`src/rtl/bfly_egress.sv`:
```
// Egress buffer behind the butterfly network: one header-checked FWFT FIFO per output lane.
// Words whose header names another lane are dropped, pulsed on err and tallied in err_cnt.
module bfly_egress #(
    parameter int DW    = 35,
    parameter int N     = 8,
    parameter int DEPTH = 4,
    parameter int CW    = 16
) (
    input  logic                           clk,
    input  logic                           rst_n,
    input  logic [N-1:0]                   i_valid,
    output logic [N-1:0]                   i_ready,
    input  logic [N*DW-1:0]                i_data,
    output logic [N-1:0]                   o_valid,
    input  logic [N-1:0]                   o_ready,
    output logic [N*(DW-$clog2(N))-1:0]    o_data,
    output logic [N-1:0]                   err,
    output logic [CW-1:0]                  err_cnt,
    output logic [N*CW-1:0]                pkt_cnt
);
    localparam int AW   = $clog2(N);
    localparam int PW   = DW - AW;
    localparam int PTRW = $clog2(DEPTH);
    localparam int CNTW = $clog2(DEPTH) + 1;
    localparam logic [CNTW-1:0] FULL = CNTW'(DEPTH);

    logic [N-1:0]  miss;
    logic [CW-1:0] err_cnt_reg;
    logic [CW:0]   miss_total;
    logic [CW:0]   err_sum;

    for (genvar gi = 0; gi < N; gi++) begin : g_lane
        localparam logic [AW-1:0] LANE = AW'(gi);

        logic [PW-1:0]   mem [DEPTH];
        logic [PTRW-1:0] wr_ptr_reg;
        logic [PTRW-1:0] rd_ptr_reg;
        logic [CNTW-1:0] count_reg;
        logic [CW-1:0]   pkt_cnt_reg;
        logic            err_reg;
        logic [DW-1:0]   word;
        logic            accept;
        logic            push;
        logic            pop;

        assign word        = i_data[gi*DW +: DW];
        assign i_ready[gi] = (count_reg != FULL);
        assign o_valid[gi] = (count_reg != '0);
        assign accept      = i_valid[gi] && i_ready[gi];
        assign push        = accept && (word[DW-1 -: AW] == LANE);
        assign miss[gi]    = accept && (word[DW-1 -: AW] != LANE);
        assign pop         = o_valid[gi] && o_ready[gi];

        // Storage is deliberately left out of reset so it maps onto plain RAM.
        always_ff @(posedge clk) begin
            if (push) begin
                mem[wr_ptr_reg] <= word[PW-1:0];
            end
        end

        always_ff @(posedge clk or negedge rst_n) begin
            if (!rst_n) begin
                wr_ptr_reg  <= '0;
                rd_ptr_reg  <= '0;
                count_reg   <= '0;
                pkt_cnt_reg <= '0;
                err_reg     <= 1'b0;
            end else begin
                err_reg <= miss[gi];
                if (push) begin
                    wr_ptr_reg <= wr_ptr_reg + PTRW'(1);
                end
                if (pop) begin
                    rd_ptr_reg  <= rd_ptr_reg + PTRW'(1);
                    pkt_cnt_reg <= pkt_cnt_reg + CW'(1);
                end
                case ({push, pop})
                    2'b10:   count_reg <= count_reg + CNTW'(1);
                    2'b01:   count_reg <= count_reg - CNTW'(1);
                    default: count_reg <= count_reg;
                endcase
            end
        end

        // Gate the read with o_valid so an empty lane presents zeros rather than stale RAM.
        assign o_data[gi*PW +: PW]  = o_valid[gi] ? mem[rd_ptr_reg] : '0;
        assign err[gi]              = err_reg;
        assign pkt_cnt[gi*CW +: CW] = pkt_cnt_reg;
    end

    always_comb begin
        miss_total = '0;
        for (int k = 0; k < N; k++) begin
            miss_total = miss_total + (CW+1)'(miss[k]);
        end
    end

    assign err_sum = {1'b0, err_cnt_reg} + miss_total;

    always_ff @(posedge clk or negedge rst_n) begin
        if (!rst_n) begin
            err_cnt_reg <= '0;
        end else if (err_sum[CW]) begin
            err_cnt_reg <= '1;
        end else begin
            err_cnt_reg <= err_sum[CW-1:0];
        end
    end

    assign err_cnt = err_cnt_reg;

endmodule

```
`config.mk`:
```
export PLATFORM = sky130hd
export DESIGN_NAME = bfly_egress
export DESIGN_NICKNAME = d
export VERILOG_FILES = /design/src/rtl/bfly_egress.sv
export SDC_FILE = /design/constraint.sdc
export NUM_CORES = 1
export LEC_CHECK = 0
export BUFFER_PORTS_ARGS = -buffer_cell sky130_fd_sc_hd__buf_2
export CELL_PAD_IN_SITES_DETAIL_PLACEMENT = 1
export CELL_PAD_IN_SITES_GLOBAL_PLACEMENT = 1
export CORE_ASPECT_RATIO = 1.5
export CORE_MARGIN = 8
export CORE_UTILIZATION = 30
export DETAILED_ROUTE_END_ITERATION = 12
export HOLD_SLACK_MARGIN = 0.02
export PLACE_DENSITY = 0.54
export SETUP_SLACK_MARGIN = 0.3
export SYNTH_ARGS = -nofsm -noshare
export SYNTH_HDL_FRONTEND = slang
export SYNTH_SLANG_ARGS = --single-unit
```
`constraint.sdc`:
```
create_clock -name clk -period 4.6 [get_ports clk]
set_clock_uncertainty 0.15 [all_clocks]
set_input_delay 0.23 -clock clk [delete_from_list [all_inputs] [get_ports clk]]
set_output_delay 0.23 -clock clk [all_outputs]
set_load 0.02 [all_outputs]
```
# ---- Word level (Yosys, flattened, before mapping)
# Memory sizes are Yosys's and may differ from the RTL's.
# Index checks and enable logic that the tools add are counted.
dict set report totals {
  ff_bits 208
  output_inout_bits 424
  memories 8
  elab_cells 218
  ramBits 1024
  input_bits 298
}
# memory depth width rd rd_ports_with_merged_regs write_ports line
set memory_table {}
lappend memory_table {{g_lane[0].mem} 4 32 1 0 1 35} ;# logic [PW-1:0] mem [DEPTH];
lappend memory_table {{g_lane[1].mem} 4 32 1 0 1 35}
lappend memory_table {{g_lane[2].mem} 4 32 1 0 1 35}
lappend memory_table {{g_lane[3].mem} 4 32 1 0 1 35}
lappend memory_table {{g_lane[4].mem} 4 32 1 0 1 35}
lappend memory_table {{g_lane[5].mem} 4 32 1 0 1 35}
lappend memory_table {{2 more memories} n/a n/a n/a n/a n/a n/a}
dict set report classes {
  n_eq_ne 38
  n_reduce_logical 50
  n_addsub 48
  muxes 33
}
# operator count
set op_table {}
lappend op_table {{32-bit two-way mux} 8}
lappend op_table {{16-bit by 1-bit adder with 16-bit output, second input constant} 8}
lappend op_table {{3-bit case mux with 2 select lines} 8}
lappend op_table {{3-bit inequality test, second input constant} 12}
lappend op_table {{2-bit by 1-bit adder with 2-bit output, second input constant} 16}
lappend op_table {{1-bit logical AND} 32}
lappend op_table {{3-bit nonzero test} 9}
lappend op_table {{3-bit by 1-bit adder with 3-bit output, second input constant} 8}
lappend op_table {{3-bit by 1-bit subtractor with 3-bit output, second input constant} 8}
lappend op_table {{16-bit by 8-bit adder with 17-bit output} 1}
lappend op_table {{2-bit by 1-bit == test with 1-bit output, second input constant} 8}
lappend op_table {{2-bit == test, second input constant} 8}
lappend op_table {{1-bit two-way mux} 16}
lappend op_table {{16-bit two-way mux} 1}
lappend op_table {{2-bit nonzero test} 8}
lappend op_table {{3-bit == test, second input constant} 4}
lappend op_table {{7-bit by 1-bit adder with 8-bit output} 1}
lappend op_table {{6-bit by 1-bit adder with 7-bit output} 1}
lappend op_table {{5-bit by 1-bit adder with 6-bit output} 1}
lappend op_table {{3-bit by 2-bit == test with 1-bit output, second input constant} 2}
lappend op_table {{3-bit by 2-bit inequality test with 1-bit output, second input constant} 2}
lappend op_table {{4-bit by 1-bit adder with 5-bit output} 1}
lappend op_table {{3-bit by 1-bit adder with 4-bit output} 1}
lappend op_table {{2-bit by 1-bit adder with 3-bit output} 1}
lappend op_table {{4 further kinds} 4}

# ---- Longest topological paths before layout
# Gate-level depths: netlist (run 1).
dict set report logic_depth {
  ltp_word 12
  ltp_mapped 16
  ltp_nobuf 16
}

# ---- Worst setup path after synthesis (run 1)
# No wires, ideal clock.
dict set report synth_timing {
  path_kind {reg-to-reg}
  from {reg g_lane[0].count_reg[0]}
  to {reg err_cnt_reg[4], in the netlist err_cnt[4]}
  n_path_buf 1
  synth_period_minus_slack_ps 4133
  slack_ps 467
  path_stages_with_launch 17
  t_arrival_ps 3853
  setup_time_ps 130
  t_required_ps 4320
  path_cell_list {dfrtp_1 inv_1 nand3_1 nand2_1 nor2_1 fa_1 inv_1 fa_1 fa_1 fa_1 inv_1 fa_1 a211oi_1 nor3_2 nand3_1 buf_2 o21ai_0}
}
dict set report synth_between {
  elab_chain_cells 12
}
# element line
set synth_lines {}
lappend synth_lines {{from (decl)} 38} ;# logic [CNTW-1:0] count_reg;
lappend synth_lines {{from (signal assigned)} 78} ;# 2'b10: count_reg <= count_reg + CNTW'(1);
lappend synth_lines {{from (signal assigned)} 79} ;# 2'b01: count_reg <= count_reg - CNTW'(1);
lappend synth_lines {{from (signal assigned)} 80} ;# default: count_reg <= count_reg;
lappend synth_lines {{3-bit inequality test} 47} ;# assign i_ready[gi] = (count_reg != FULL);
lappend synth_lines {{named net i_ready[0]} 12} ;# output logic [N-1:0] i_ready,
lappend synth_lines {{1-bit logical AND} 49} ;# assign accept = i_valid[gi] && i_ready[gi];
lappend synth_lines {{1-bit logical AND} 51} ;# assign miss[gi] = accept && (word[DW-1 -: AW] != LANE);
lappend synth_lines {{named net miss[0]} 27} ;# logic [N-1:0] miss;
lappend synth_lines {{1-bit by 1-bit adder with 2-bit output} 94} ;# miss_total = miss_total + (CW+1)'(miss[k]);
lappend synth_lines {{2-bit by 1-bit adder with 3-bit output} 94}
lappend synth_lines {{3-bit by 1-bit adder with 4-bit output} 94}
lappend synth_lines {{4-bit by 1-bit adder with 5-bit output} 94}
lappend synth_lines {{5-bit by 1-bit adder with 6-bit output} 94}
lappend synth_lines {{6-bit by 1-bit adder with 7-bit output} 94}
lappend synth_lines {{7-bit by 1-bit adder with 8-bit output} 94}
lappend synth_lines {{16-bit by 8-bit adder with 17-bit output} 98} ;# assign err_sum = {1'b0, err_cnt_reg} + miss_total;
lappend synth_lines {{16-bit two-way mux} 103} ;# end else if (err_sum[CW]) begin
lappend synth_lines {{to (signal assigned)} 106} ;# err_cnt_reg <= err_sum[CW-1:0];
lappend synth_lines {{to (decl)} 28} ;# logic [CW-1:0] err_cnt_reg;
# The timed path passes the listed nets, and every way through them passes these cells.
# A chain may end at the register's enable or synchronous reset.

# ---- Worst setup path after layout (run 1)
dict set report layout_timing {
  from {reg g_lane[0].count_reg[1]}
  to {reg err_cnt_reg[15], in the netlist err_cnt[15]}
}
dict set report layout_between {
  elab_chain_cells 12
}
# element line
set layout_lines {}
lappend layout_lines {{3-bit inequality test} 47}
lappend layout_lines {{1-bit logical AND} 49}
lappend layout_lines {{1-bit logical AND} 51}
lappend layout_lines {{named net miss[0]} 27}
lappend layout_lines {{1-bit by 1-bit adder with 2-bit output} 94}
lappend layout_lines {{2-bit by 1-bit adder with 3-bit output} 94}
lappend layout_lines {{3-bit by 1-bit adder with 4-bit output} 94}
lappend layout_lines {{4-bit by 1-bit adder with 5-bit output} 94}
lappend layout_lines {{5-bit by 1-bit adder with 6-bit output} 94}
lappend layout_lines {{6-bit by 1-bit adder with 7-bit output} 94}
lappend layout_lines {{7-bit by 1-bit adder with 8-bit output} 94}
lappend layout_lines {{16-bit by 8-bit adder with 17-bit output} 98}
lappend layout_lines {{16-bit two-way mux} 103}
# The timed path passes the listed nets, and every way through them passes these cells.

==> results of run 1 <==
per-layer routing:
metal | vias to the layer above | global-route usage [%] | wire (um)
li1 | 12100 | - | -
met1 | 14000 | 18.9 | 57000
met2 | 832 | 23.9 | 61700
met3 | 166 | 5.79 | 11900
met4 | 10 | 4.50 | 3030
met5 | - | 0 | 68
placed cells by master (no fill, tap or decap), types with 96 or more instances in the layout:
master,instances
and2_1,158
dlygate4sd3_1,376
dfrtp_1,199
xnor2_1,115
mux4_2,256
nand2_1,96
buf_2,720
nor2b_1,131
clkbuf_16,133
edfxtp_1,1024
power by group through the flow:
stage | Combinational (mW) | Sequential (mW) | Clock (mW)
after CTS | 12.5 | 14.3 | 10.7
after detailed placement | 12.2 | 14.5 | 0
final | 12.2 | 14.2 | 10.4
after global placement | 12.1 | 14.5 | 0
after floorplan | 8.03 | 13.9 | 0
after global routing | 13.3 | 14.4 | 11.1
cell type report:
cell class	instances	area, um^2
flip-flops and latches	1232	36000
fillers	16300	98600
diodes	12	30.0
clock inverters	53	623
well taps	2104	2630
multi-input cells	1131	12000
repair buffers	1167	7940
inverters	70	265
clock buffers	183	3580
worst max-delay path: cells and delay by family, from the launching register on:
kind	cells	cell delay, ns
fa+ha+maj	5	1.94
simple gates	5	0.61
flops	1	0.40
mux	1	0.25
compound gates	1	0.29
buf+inv	4	0.39
path summary, 6_finish.rpt:
kind | to | startpoint
worst max-delay path | err_cnt[15]$_DFF_PN0_ | g_lane[0].count_reg[1]$_DFFE_PN0P_
worst min-delay path | g_lane[5].err_reg$_DFF_PN0_ | i_data[207]
worst max register to register | err_cnt[15]$_DFF_PN0_ | g_lane[0].count_reg[1]$_DFFE_PN0P_
worst min register to register | g_lane[7].pkt_cnt_reg[15]$_DFFE_PN0P_ | g_lane[7].pkt_cnt_reg[15]$_DFFE_PN0P_
max in group asynchronous | g_lane[6].rd_ptr_reg[0]$_DFFE_PN0P_ | rst_n
min in group asynchronous | g_lane[7].wr_ptr_reg[0]$_DFFE_PN0P_ | rst_n
timing repair:
item,4_1_cts,5_1_grt
setup buffers,0,1
gates resized for setup,4,7
endpoints found under the setup margin,14,8
hold endpoints to repair,1367,0
hold buffers,377,0
pin swaps,0,1
stage by stage:
step	total power, mW	cells	instance area (um^2)
global placement	26.6	5326	55000
finish	36.8	5952	63100
detailed placement	26.7	5326	55000
CTS	37.5	5939	63000
global route	38.8	5950	63100
floorplan	22.0	2541	48700
logic make-up after synthesis:
family | share of synthesized area (%)
AO/OA/AOI/OAI | 0.331
XOR/XNOR | 3.13
adder cells (fa/ha/maj) | 1.92
buffers and inverters | 1.62
flip-flops | 73.8
multiplexers | 12.3
AND/OR/NAND/NOR | 6.89
==> results by group, run 1 <==
Yosys
  • Synth cell count leaders: edfxtp_1, mux4_2, dfrtp_1
  • Mean post-synth cell area: 19.2 um^2
  • Synth async-reset ratio: 16.9%
  • Main flop type after synthesis: edfxtp_1
  • Synth Instances: 2541
  • Count leader, synth: edfxtp_1
  • Mapped Nets: slightly below 3000
  • Yosys Warn Count: 0
  • Synth top area share: 63.1%
  • Number of synthesized flops with an enable pin: between 1000 and 1500
  • Register area share after synthesis: approximately three quarters
  • Largest area contributor in the synthesized netlist: edfxtp_1
  • Post-synthesis cell type count: 50
  • Flops & latches, synth: between 1000 and 1500
  • Post-synthesis cell area: 48700 um^2
  • Area contributors post-synth: edfxtp_1, mux4_2, dfrtp_1

Power
  • Switching power: 12.8 mW
  • Leakage power: about 23 nW
  • Clk pwr share: between 20% and 30%
  • Cell area power density: ~580 nW/um^2
  • Pint: ~24 mW
  • Max VDD drop: ~0.00046 V
  • Logic pwr share: between 30% and 40%
  • Switching share of power: a little over a third
  • Sequential Power Share: around 39%

Clocking
  • Htree depth: 4
  • Num CTS Buffers: 130
  • CTS tree: yes
  • Clock sink total: about 1200
  • Worst-skew pair later-pin latency: about 0.75 ns
  • Worst-path clk slew: around 0.060 ns
  • Longest Clk Path Bufs: 3
  • CTS root buf: clkbuf_16

Floorplanning
  • Top-Level Pins: between 700 and 800
  • Core footprint: around 160000 um^2
  • Die boundary width: 345 um
  • Initial Utilization: ~30%
  • Site row count: between 150 and 200
  • Die area: around 180000 um^2
  • DIE HEIGHT: 510 um

Worst setup path
  • CP cell instances: inv_2 -> nand3_1 -> nand2_2 -> nor2_4 -> fa_1 -> inv_1 -> fa_1 -> fa_1 -> fa_1 -> inv_1 -> fa_2 -> a211oi_2 -> nor3_2 -> buf_4 -> nand2b_1 -> mux2_2
  • Most used cell, CP: fa_1
  • Crit path kind: flop to flop
  • CP required: approximately 5.1 ns
  • FF-to-FF setup slack: between 0.4 and 0.5 ns
  • CP Capture Type: flop
  • Slowest stage delay, CP: 0.51 ns
  • Crit path DAT: 4.64 ns
  • Worst path slowest cell: fa_1
  • Crit start category: flop
  • Crit-path max FO: 6
  • R2R cell count: 16

Worst hold path
  • Hold path depth: 4
  • Worst min-delay path class: input pin to flop

Route
  • Iter 0 DRT Violations: 1195
  • Final wirelength: 134 mm
  • Vias: 27200
  • DR WL/cell: 22.5 um
  • Vias/cell: 4.56
  • Drt first pass iters: 4
  • Post-route ant nets: 0
  • Drt drc: 0

Global routing
  • Antenna violations before repair: 17
  • Largest net degree at the start of global routing: 69
  • Grt total ovfl: 0
  • Number of global-route vias before repair: approximately 30000
  • Total GRT Usage: 15.0%
  • First-pass GRT wire length: between 200 and 250 mm

STA
  • Fin. max-slew vios: 0
  • Fin crit period: a little over 4 ns
  • Max Clk Rate: roughly 0.24 GHz
  • Hold Violations, Final: 0
  • Worst slew pin tran: 1.09 ns
  • Setup TNS: 0 ns
  • Final period util: 90.3%
  • Hold slack: roughly 0.078 ns
  • Final setup vio count: 0
  • Worst setup margin: 0.444 ns
  • Relative slew slack: roughly 27%
  • RSZ-0062 raised after global routing: yes

Placed design
  • Placer congestion estimate: ~0.77
  • Place WS: 0.0634 ns
  • Port Buffers: around 700
  • HPWL Detailed: 90.6 mm

Cells and area
  • Final Util: around 39%
  • NumNets Final: between 4000 and 5000
  • Area grow syn2layout: 29.4%
  • Share of post-route cells with drive strength above 1: 33.4%
  • Largest register FFs: 1024

Run
  • Max_cap viols: 0

Run status
  • Status: finished, final reports clean
Power figures use the tool's default switching activity.
==> inputs of run 2 (changes only) <==
--- a/config.mk
+++ b/config.mk
@@ -5,7 +5,7 @@
 export SDC_FILE = /design/constraint.sdc
 export NUM_CORES = 1
 export LEC_CHECK = 0
-export BUFFER_PORTS_ARGS = -buffer_cell sky130_fd_sc_hd__buf_2
+export BUFFER_PORTS_ARGS = -buffer_cell sky130_fd_sc_hd__buf_4
 export CELL_PAD_IN_SITES_DETAIL_PLACEMENT = 1
 export CELL_PAD_IN_SITES_GLOBAL_PLACEMENT = 1
 export CORE_ASPECT_RATIO = 1.5
==> constraint.sdc (replaced) <==
create_clock -name clk -period 4.6 [get_ports clk]
set_clock_uncertainty 0.15 [all_clocks]
set_input_delay 0.23 -clock clk [delete_from_list [all_inputs] [get_ports clk]]
set_output_delay 0.23 -clock clk [all_outputs]
set_load 0.1 [all_outputs]
==> results by group, run 2 (synthesis gave the netlist of run 1 again) <==
Run status
  • Status: finished, final reports clean (unchanged)

Route
  • DR WL/cell: 23.4 um (was 22.5 um)
  • Final wirelength: 139 mm (was 134 mm)
  • Vias/cell: 4.55 (was 4.56)
  • Post-route ant nets: 0 (unchanged)
  • Drt drc: 0 (unchanged)
  • Vias: 27100 (was 27200)
  • Iter 0 DRT Violations: 1227 (was 1195)
  • Drt first pass iters: 5 (was 4)

Floorplanning
  • DIE HEIGHT: 510 um (unchanged)
  • Die boundary width: 345 um (unchanged)
  • Initial Utilization: 30.1% (unchanged)
  • Die area: 176000 um^2 (unchanged)
  • Site row count: 181 (unchanged)
  • Core footprint: 162000 um^2 (unchanged)
  • Top-Level Pins: 722 (unchanged)

Worst setup path
  • FF-to-FF setup slack: 0.52 ns (was 0.44 ns)
  • CP Capture Type: flop (unchanged)
  • CP required: 5.08 ns (about the same)
  • CP startpoint: g_lane[0].count_reg[0]$_DFFE_PN0P_ (was g_lane[0].count_reg[1]$_DFFE_PN0P_)
  • CP Capture Point: err_cnt[10]$_DFF_PN0_ (was err_cnt[15]$_DFF_PN0_)
  • Capturing point of the worst reg2reg path: err_cnt[10]$_DFF_PN0_ (was err_cnt[15]$_DFF_PN0_)
  • R2r startpoint: g_lane[0].count_reg[0]$_DFFE_PN0P_ (was g_lane[0].count_reg[1]$_DFFE_PN0P_)
  • Crit-path max FO: 5 (was 6)
  • Crit path DAT: 4.56 ns (was 4.64 ns)
  • Crit start category: flop (unchanged)
  • Crit path kind: flop to flop (unchanged)
  • R2R cell count: 17 (was 16)

STA
  • Fin crit period: 4.08 ns (was 4.16 ns)
  • Fin. max-slew vios: 0 (unchanged)
  • Relative slew slack: 30.7% (was 27.3%)
  • Max Clk Rate: 0.245 GHz (was 0.241 GHz)
  • Final period util: 88.8% (was 90.3%)
  • Hold Violations, Final: 0 (unchanged)
  • RSZ-0062 raised after global routing: no (was yes)
  • Worst slew pin tran: 1.04 ns (was 1.09 ns)
  • Final setup vio count: 0 (unchanged)
  • Setup TNS: 0 ns (unchanged)

Clocking
  • Worst-path clk slew: 0.06 ns (about the same)
  • Htree depth: 4 (unchanged)
  • Clock sink total: 1232 (unchanged)
  • Setup Buffers After CTS: 0 (unchanged)
  • CTS root buf: clkbuf_16 (unchanged)
  • Longest Clk Path Bufs: 3 (unchanged)
  • CTS tree: yes (unchanged)
  • Worst-skew pair later-pin latency: 0.75 ns (about the same)
  • Num CTS Buffers: 131 (was 130)

Cells and area
  • Share of post-route cells with drive strength above 1: 33.8% (was 33.4%)
  • Area grow syn2layout: 33.6% (was 29.4%)
  • Largest register FFs: 1024 (unchanged)
  • Post-route cell area: 65100 um^2 (was 63100 um^2)
  • Most common cell after layout, fill and taps aside: edfxtp_1 (unchanged)
  • NumNets Final: 4094 (was 4097)
  • Commonest non-fill, non-tap cells in the layout: edfxtp_1, buf_4, dlygate4sd3_1, mux4_2, dfrtp_1 (was edfxtp_1, buf_2, dlygate4sd3_1, mux4_2, dfrtp_1)

Placed design
  • Port Buffers: 721 (unchanged)
  • HPWL Detailed: 95.9 mm (was 90.6 mm)
  • Placer congestion estimate: 0.761 (was 0.769)
  • Placed inst area: 56900 um^2 (was 55000 um^2)

Global routing
  • Total GRT Usage: 15.6% (was 15.0%)
  • Largest net degree at the start of global routing: 78 (was 69)
  • Grt total ovfl: 0 (unchanged)
  • Antenna violations before repair: 27 (was 17)
  • First-pass GRT wire length: 207 mm (was 200 mm)
  • Number of global-route vias before repair: 30700 (was 30300)

Worst hold path
  • Worst min-delay path class: input pin to flop (unchanged)

Run
  • Max_cap viols: 0 (unchanged)
==> run 2: metal layers <==
layer / vias to the layer above / wire length [um] / part of all wire [%] / GRT usage, %
li1: 12100 / - / - / -
met1: 14100 / 57200 / 41 / 18.7
met3: 167 / 11200 / 8.0 / 5.75
met4: 10 / 3080 / 2.2 / 4.57
met2: 768 / 67700 / 49 / 26.2
met5: - / 57 / 0.041 / 0
==> run 2: worst max-delay path: stages (launching register included) <==
cell	delay, ns
dfrtp_2	0.44
inv_1	0.15
nand3_4	0.09
nand2_1	0.12
nor2_4	0.08
fa_1	0.50
inv_1	0.05
fa_1	0.45
fa_1	0.51
fa_2	0.19
inv_2	0.04
fa_2	0.37
a211oi_2	0.29
nor3_2	0.08
buf_4	0.17
nand3_1	0.09
xor2_1	0.14
nand2_1	0.06
==> run 2: how the worst min path moves through the flow <==
stage / depth (start not counted) / end / from
finish: 5 / g_lane[1].err_reg$_DFF_PN0_ / i_data[69]
detailed placement: 1 / g_lane[0].pkt_cnt_reg[12]$_DFFE_PN0P_ / rst_n
floorplan: 0 / err_cnt[0]$_DFF_PN0_ / rst_n
CTS: 2 / g_lane[2].mem[2][22]$_DFFE_PP_ / i_data[92]
global placement: 1 / g_lane[0].pkt_cnt_reg[12]$_DFFE_PN0P_ / rst_n
global route: 2 / g_lane[5].mem[2][22]$_DFFE_PP_ / i_data[197]
==> run 2: timing repair <==
item,in CTS,in global routing
pin swaps,0,3
setup endpoints to repair,16,16
hold buffers,371,0
cloned,0,0
gates resized for setup,2,6
endpoints found under the hold margin,1367,0
==> run 2: stage by stage <==
| step | cells | util (%) | hold slack, ns | setup WS [ns] |
|---|---|---|---|---|
| 4_1_cts | 5942 | 40.2 | 0.0200 | 0.322 |
| 5_1_grt | 5955 | 40.2 | 0.0289 | 0.319 |
| 3_3_place_gp | 5330 | 35.2 | 0.157 | 0.204 |
| 6_report | 5958 | 40.3 | 0.0461 | 0.515 |
| 3_5_place_dp | 5330 | 35.2 | 0.150 | 0.166 |
| 2_1_floorplan | 2541 | - | -0.216 | 0.326 |
==> run 2: area by class of cell <==
class / count / area (um^2)
clock inverters: 71 / 862
diodes: 17 / 42.5
flip-flops and latches: 1232 / 36000
repair buffers: 1163 / 9720
well taps: 2104 / 2630
inverters: 70 / 265
fillers: 16100 / 96600
multi-input cells: 1131 / 12100
clock buffers: 170 / 3540
Power of run 2 is not shown: default switching activity piles up to over one toggle a cycle in this logic, so the estimate is an artifact.
==> inputs of run 3 (changes only) <==
--- a/config.mk
+++ b/config.mk
@@ -10,10 +10,10 @@
 export CELL_PAD_IN_SITES_GLOBAL_PLACEMENT = 1
 export CORE_ASPECT_RATIO = 1.5
 export CORE_MARGIN = 8
-export CORE_UTILIZATION = 30
+export CORE_UTILIZATION = 34
 export DETAILED_ROUTE_END_ITERATION = 12
 export HOLD_SLACK_MARGIN = 0.02
-export PLACE_DENSITY = 0.54
+export PLACE_DENSITY = 0.6
 export SETUP_SLACK_MARGIN = 0.3
 export SYNTH_ARGS = -nofsm -noshare
 export SYNTH_HDL_FRONTEND = slang
==> results by group, run 3 (synthesis gave the netlist of run 1 again) <==
Run
  • Max_cap viols: 0 (unchanged)

Cells and area
  • Most common cell after layout, fill and taps aside: edfxtp_1 (unchanged)
  • NumNets Final: 4074 (was 4094)
  • Share of post-route cells with drive strength above 1: 33.9% (was 33.8%)
  • Area grow syn2layout: 32.3% (was 33.6%)
  • Commonest non-fill, non-tap cells in the layout: edfxtp_1, buf_4, dlygate4sd3_1, mux4_2, dfrtp_1 (unchanged)
  • Largest register FFs: 1024 (unchanged)

Route
  • Drt first pass iters: 5 (unchanged)
  • Vias: 27300 (was 27100)
  • DR WL/cell: 23.9 um (was 23.4 um)
  • Vias/cell: 4.77 (was 4.55)
  • Drt drc: 0 (unchanged)
  • Final wirelength: 137 mm (was 139 mm)
  • Post-route ant nets: 0 (unchanged)
  • Iter 0 DRT Violations: 1480 (was 1227)

STA
  • RSZ-0062 raised after global routing: no (unchanged)
  • Fin crit period: 4.11 ns (was 4.08 ns)
  • Final period util: 89.3% (was 88.8%)
  • Relative slew slack: 29.7% (was 30.7%)
  • Final setup vio count: 0 (unchanged)
  • Max Clk Rate: 0.243 GHz (was 0.245 GHz)
  • Fin. max-slew vios: 0 (unchanged)
  • Setup TNS: 0 ns (unchanged)
  • Worst slew pin tran: 1.05 ns (was 1.04 ns)
  • Hold Violations, Final: 0 (unchanged)

Floorplanning
  • Core footprint: 143000 um^2 (was 162000 um^2)
  • Die boundary width: 325 um (was 345 um)
  • Die area: 156000 um^2 (was 176000 um^2)
  • DIE HEIGHT: 480 um (was 510 um)
  • Top-Level Pins: 722 (unchanged)
  • Initial Utilization: 34.1% (was 30.1%)
  • Site row count: 170 (was 181)

Worst hold path
  • Hold path depth: 4 (was 5)
  • Worst min-delay path class: input pin to flop (unchanged)

Worst setup path
  • Crit start category: input pin (was flop)
  • FF-to-FF setup slack: 0.50 ns (was 0.52 ns)
  • CP required: 5.07 ns (was 5.08 ns)
  • Crit-path max FO: 6 (was 5)
  • Crit path kind: input pin to flop (was flop to flop)
  • R2R cell count: 16 (was 17)
  • Crit path DAT: 4.58 ns (was 4.56 ns)
  • CP Capture Type: flop (unchanged)

Clocking
  • Htree depth: 3 (was 4)
  • Clock sink total: 1232 (unchanged)
  • Longest Clk Path Bufs: 3 (unchanged)
  • CTS root buf: clkbuf_16 (unchanged)
  • CTS tree: yes (unchanged)
  • Worst-path clk slew: 0.06 ns (about the same)
  • Num CTS Buffers: 118 (was 131)
  • Worst-skew pair later-pin latency: 0.75 ns (about the same)

Global routing
  • Number of global-route vias before repair: 30200 (was 30700)
  • First-pass GRT wire length: 203 mm (was 207 mm)
  • Largest net degree at the start of global routing: 76 (was 78)
  • Total GRT Usage: 17.2% (was 15.6%)
  • Antenna violations before repair: 27 (unchanged)
  • Grt total ovfl: 0 (unchanged)

Placed design
  • Placer congestion estimate: 0.783 (was 0.761)
  • HPWL Detailed: 93.4 mm (was 95.9 mm)
  • Port Buffers: 721 (unchanged)

Run status
  • Status: finished, final reports clean (unchanged)
run 3: metal layers:
layer  GRT usage, %  wire length (um)
met5              0                60
met4           4.93              3130
met3           6.07             11600
met2           28.3             66000
met1           21.4             56000
run 3: final timing paths:
path / startpoint / to
worst min-delay path: i_data[67] / g_lane[1].err_reg$_DFF_PN0_
worst min register to register: g_lane[2].pkt_cnt_reg[15]$_DFFE_PN0P_ / g_lane[2].pkt_cnt_reg[15]$_DFFE_PN0P_
worst max-delay path: i_data[102] / err_cnt[15]$_DFF_PN0_
max in group asynchronous: rst_n / g_lane[5].rd_ptr_reg[1]$_DFFE_PN0P_
worst max register to register: g_lane[0].count_reg[1]$_DFFE_PN0P_ / err_cnt[15]$_DFF_PN0_
min in group asynchronous: rst_n / g_lane[0].pkt_cnt_reg[15]$_DFFE_PN0P_
run 3: timing repair:
item | in CTS | in global routing
hold endpoints to repair | 1360 | 0
resized for setup | 4 | 10
endpoints found under the setup margin | 16 | 15
setup buffers | 0 | 6
pin swaps | 0 | 4
hold buffers | 362 | 0
run 3: cell type report:
type	instances	area, um^2
Sequential cell	1232	36000
Timing Repair Buffer	1156	9660
Tap cell	1892	2370
Multi-Input combinational cell	1131	12100
Antenna cell	18	45.0
Clock buffer	142	3150
Clock inverter	79	955
Inverter	70	265
Fill cell	13800	78200
run 3: metrics by stage:
| step | worst slack (ns) | area, um^2 | hold WS, ns | utilization, % | cells |
|---|---|---|---|---|---|
| floorplan | 0.326 | 48800 | -0.216 | - | 2541 |
| global placement | 0.108 | 56600 | 0.0587 | 39.7 | 5113 |
| detailed placement | 0.0163 | 56600 | 0.0571 | 39.7 | 5113 |
| CTS | 0.313 | 64400 | 0.0202 | 45.1 | 5696 |
| global route | 0.304 | 64500 | 0.0467 | 45.2 | 5717 |
| finish | 0.491 | 64500 | 0.0387 | 45.2 | 5720 |
run 3: critical path: stages:
cell	delay (ns)
dlygate4sd3_1	0.55
buf_4	0.14
nor3b_1	0.45
nor2_4	0.14
fa_1	0.50
inv_1	0.05
fa_1	0.45
fa_1	0.52
fa_1	0.16
inv_1	0.07
fa_2	0.40
a211oi_4	0.28
nor3_2	0.08
buf_4	0.17
nand2b_1	0.14
mux2_2	0.26
Power of run 3 is left out for the same reason.
